[src/rtl/mux2_rr_arbiter.sv]
// Round-robin arbiter sharing one 2:1 mux between two valid/ready requesters,
// with a single-stage registered output buffer and a bounded per-port grant run.
module mux2_rr_arbiter #(
  parameter int WIDTH    = 8,
  parameter int HOLD_MAX = 4
) (
  input  logic             clk,
  input  logic             reset,
  input  logic [WIDTH-1:0] in0_data,
  input  logic             in0_valid,
  output logic             in0_ready,
  input  logic [WIDTH-1:0] in1_data,
  input  logic             in1_valid,
  output logic             in1_ready,
  output logic [WIDTH-1:0] out_data,
  output logic             out_valid,
  input  logic             out_ready,
  output logic             sel
);

  typedef enum logic [1:0] {IDLE = 2'd0, GRANT0 = 2'd1, GRANT1 = 2'd2} state_t;

  state_t     state_q, state_d;
  logic       last_q;
  logic [3:0] hold_q, hold_d;
  logic       load_en, gnt, xfer, sel_d;
  logic [1:0] vld;

  assign vld     = {in1_valid, in0_valid};
  assign load_en = !out_valid || out_ready;
  // index of the port owning the mux while in a grant state
  assign gnt     = (state_q == GRANT1);
  assign xfer    = (state_q != IDLE) && vld[gnt] && load_en;

  always_comb begin
    state_d   = state_q;
    hold_d    = hold_q;
    in0_ready = 1'b0;
    in1_ready = 1'b0;
    case (state_q)
      IDLE: begin
        hold_d = '0;
        if (&vld)           state_d = last_q ? GRANT0 : GRANT1;
        else if (in0_valid) state_d = GRANT0;
        else if (in1_valid) state_d = GRANT1;
      end
      GRANT0, GRANT1: begin
        in0_ready = !gnt && load_en;
        in1_ready = gnt && load_en;
        if (xfer) begin
          // run limit: hand over only if the other side is actually waiting
          if (hold_q == 4'(HOLD_MAX - 1)) begin
            hold_d = '0;
            if (vld[!gnt]) state_d = gnt ? GRANT0 : GRANT1;
          end else begin
            hold_d = hold_q + 4'd1;
          end
        end else if (!vld[gnt]) begin
          hold_d  = '0;
          state_d = vld[!gnt] ? (gnt ? GRANT0 : GRANT1) : IDLE;
        end
      end
      default: state_d = IDLE;
    endcase
  end

  // select follows the grant, holds while idle
  always_comb begin
    sel_d = sel;
    if (state_d == GRANT0)      sel_d = 1'b1;
    else if (state_d == GRANT1) sel_d = 1'b0;
  end

  always_ff @(posedge clk) begin
    if (reset) begin
      state_q   <= IDLE;
      hold_q    <= '0;
      last_q    <= 1'b1;
      sel       <= 1'b0;
      out_valid <= 1'b0;
      out_data  <= '0;
    end else begin
      state_q <= state_d;
      hold_q  <= hold_d;
      sel     <= sel_d;
      if (xfer) begin
        out_data  <= sel ? in0_data : in1_data;
        out_valid <= 1'b1;
        last_q    <= gnt;
      end else if (out_ready) begin
        out_valid <= 1'b0;
      end
    end
  end

endmodule

[config.mk]
export PLATFORM = sky130hd
export DESIGN_NAME = mux2_rr_arbiter
export DESIGN_NICKNAME = d
export VERILOG_FILES = /design/src/rtl/mux2_rr_arbiter.sv
export SDC_FILE = /design/constraint.sdc
export NUM_CORES = 1
export LEC_CHECK = 0
export CELL_PAD_IN_SITES_DETAIL_PLACEMENT = 1
export CELL_PAD_IN_SITES_GLOBAL_PLACEMENT = 2
export CORE_AREA = 2 2 86 55
export CTS_CLUSTER_SIZE = 40
export DETAILED_ROUTE_END_ITERATION = 10
export DIE_AREA = 0 0 88 57
export PLACE_DENSITY = 0.87
export SYNTH_ARGS = -nofsm -noshare
export SYNTH_HDL_FRONTEND = slang
export SYNTH_SLANG_ARGS = --single-unit
[constraint.sdc]
create_clock -name clk -period 2.8 [get_ports clk]
set_input_delay 0.56 -clock clk [delete_from_list [all_inputs] [get_ports clk]]
set_output_delay 0.56 -clock clk [all_outputs]
set_load 0.005 [all_outputs]
==> flow_summary.toml <==
[detailed_routing]
final_antenna_net_count = 0
first_pass_iters = 4
vias_per_cell = 4.82
drt_iter0_markers = 60
drt-wirelength-per-cell_um = 14.6
num_vias = 1036
drc = 0
routed_wl_um = 3150

[clock_network]
tritoncts = "built"
clock_sinks = 17
path_clk_slew_ns = 0.06
numCtsBuffers = 3
clk_latency_ns = 0.26
cts-root-buf = "clkbuf_8"
ctsHtreeMaxLevel = 1
max-clock-path-buffers = 2
hold_buffers = 0
cts_setup_buffers = 0

[sta]
period_share_pct = 92.2
fin_ws_ns = 0.220
hold_viol = 0
rsz0062_at_grt = "no"
tightest_slew_ns = 0.560
drv_slew = 0
fin_crit_ns = 2.58
max_slew_margin_pct = 62.6
fin_setup_tns_ns = 0
skew_ns = 0.00510
max_freq_mhz = 388
setup_viol = 0

[final_layout]
antennaDiodeCount = 0
fin_nets = 180
fill_cells = 499
final_util_pct = 35.8
layout_common_cells = "clkdlybuf4s50_1, dfxtp_1, nor2_1"
multi_input_area_sq_um = 684
regArea_sq_um = 343
final_common_cell = "clkdlybuf4s50_1"
drive_above_1_share_pct = 14.5
area_growth_pct = 35.8

[placement]
io_buffers = 32
place_hpwl_um = 2450
gp_congestion = 0.754
pre_cts_ws_ns = 0.104

[logic_synthesis]
ys_seq_area_share_pct = 30.0
synth_cells = 118
synth.net_count = 145
syn_area_sq_um = 1130
yosysWarningCount = 0
synth.distinct_cells = 44
ys_ff_latch = 17
syn_avg_cell_area_sq_um = 9.61

[setup_path]
r2r_cells = 9
timing.reg2reg.setup_slack_ns = 0.42
critPathKind = "register to output port"
cpPeakStageDelay_ns = 0.53
cp_max_fo = 8
rr_endpoint = "sel"
endpoint = "in0_ready"
cp.arrival_ns = 2.02
crit_slowest_cell = "clkdlybuf4s50_1"
critPathBufInv = 3
crit_family = "buffers and inverters"
path_cells = "inv_1 > ha_2 > inv_1 > nor3_1 > clkdlybuf4s50_1"
cp-end-kind = "output port"
worstSetupStartpoint = "state_q[1]"
crit_path_frequent_cell = "inv_1"
worst_ep_required_time_ns = 2.24
worstReg2RegStart = "state_q[0]"
worstSetupStartpointType = "register"
cp.depth = 5

[floorplan]
ioPinCount = 33
row_count = 19
die_h_um = 57
core_area_sq_um = 4300
dieArea_sq_um = 5020
die_x_um = 88
initial_utilization_pct = 26.3

[global_route]
grt_max_degree = 15
grt.overflow.total = 0
grt_pass1_vias = 1085
grt_pass1_wl_um = 5330
grtUsageTotal_pct = 13.7
grt_antenna_before_repair = 0

[power]
pwr_density_cell_nw_per_um2 = 958
total_power_mw = 1.47
p_leak_nw = 0.536
vdd_drop_max_v = 0.000225

[run]
drv_cap = 0

[hold_path]
min_path_type = "register to register"
hold_depth = 2

[outcome]
status = "complete, no violations"
area by class of cell:
type                       count  share of cell area (%)
multi-input combinational     88                    44.5
timing repair buffer          39                    24.2
sequential                    17                    22.3
tap                           63                    5.12
clock buffer                   4                    2.93
inverter                       4                   0.976
cells in the mapped netlist (all sizes together):
cell type,number,area [sq um]
ha,6,75.1
and4b,1,10.0
nor4,2,18.8
o21ai,1,5.00
nand2b,2,12.5
mux2i,10,113
a21o,1,7.51
nand2,3,11.3
nor2,15,61.3
and3,1,6.26
o21a,1,7.51
buf,9,96.3
o31ai,1,7.51
o2bb2ai,1,8.76
a221o,2,20.0
or4,1,7.51
inv,4,15.0
a311oi,1,8.76
a211oi,8,70.1
or3b,2,17.5
nor2b,4,25.0
a21oi,6,30.0
a31oi,1,6.26
a22o,2,17.5
nor3,4,31.3
nor3b,1,7.51
or3,1,6.26
xnor2,1,8.76
nand4bb,1,11.3
dfxtp,17,340
nand3,1,5.00
a211o,1,8.76
o41ai,1,16.3
a221oi,2,17.5
nand3b,3,22.5
flip-flops by register name (all words and copies together) (netlist names):
register and cells:
out_data 8, hold_q 4, state_q 2, last_q 1, out_valid 1, sel 1
per-layer routing:
| metal | up-vias | share of wire, % | global-route usage [%] |
|---|---|---|---|
| met5 | - | 0 | 0 |
| met4 | 0 | 1.8 | 5.05 |
| met3 | 8 | 2.5 | 3.18 |
| met2 | 22 | 47 | 21.4 |
| met1 | 495 | 48 | 18.6 |
| li1 | 511 | - | - |
metrics by stage:
step | std cells | hold slack, ns | instance area, sq um
2_1_floorplan | 118 | 0.477 | 1130
3_3_place_gp | 211 | 0.486 | 1490
3_5_place_dp | 211 | 0.499 | 1490
4_1_cts | 215 | 0.510 | 1530
5_1_grt | 215 | 0.538 | 1540
6_report | 215 | 0.506 | 1540
worst min path at each step:
stage               slack (ns)          end        start
global route              0.54  out_data[3]  out_data[3]
CTS                       0.51  out_data[0]  out_data[0]
global placement          0.49  out_data[6]  out_data[6]
detailed placement        0.50  out_data[3]  out_data[3]
finish                    0.51  out_data[0]  out_data[0]
floorplan                 0.48    hold_q[1]    hold_q[1]
worst min-delay path: cells and delay by family, from the launching register on:
| kind | cells | cell delay [ns] |
|---|---|---|
| AND/OR/NAND/NOR | 1 | 0.10 |
| flip-flops | 1 | 0.31 |
| AO/OA/AOI/OAI | 1 | 0.05 |
power by group:
part           internal [mW]  total (mW)  switching (mW)
sequential             0.318       0.404          0.0854
clock                  0.101       0.189          0.0877
combinational          0.452       0.882           0.430
kinds of logic (layout without fill, tap and decap cells):
family / Yosys count / after routing / share of synthesized area [%]
DFF: 17 / 17 / 30.0
and+or+nand+nor: 42 / 42 / 22.4
AOI/OAI and AO/OA: 29 / 29 / 20.4
muxes: 10 / 10 / 9.93
xor gates and xnor gates: 1 / 1 / 0.773
buffers and inverters: 13 / 47 / 9.82
adders and majority gates: 6 / 6 / 6.62
what timing repair did:
item                                    in CTS  in global routing
endpoints found under the hold margin        0                  0
endpoints found under the setup margin       0                  1
resized for setup                            0                  3
(Power assumes the default switching activity.)
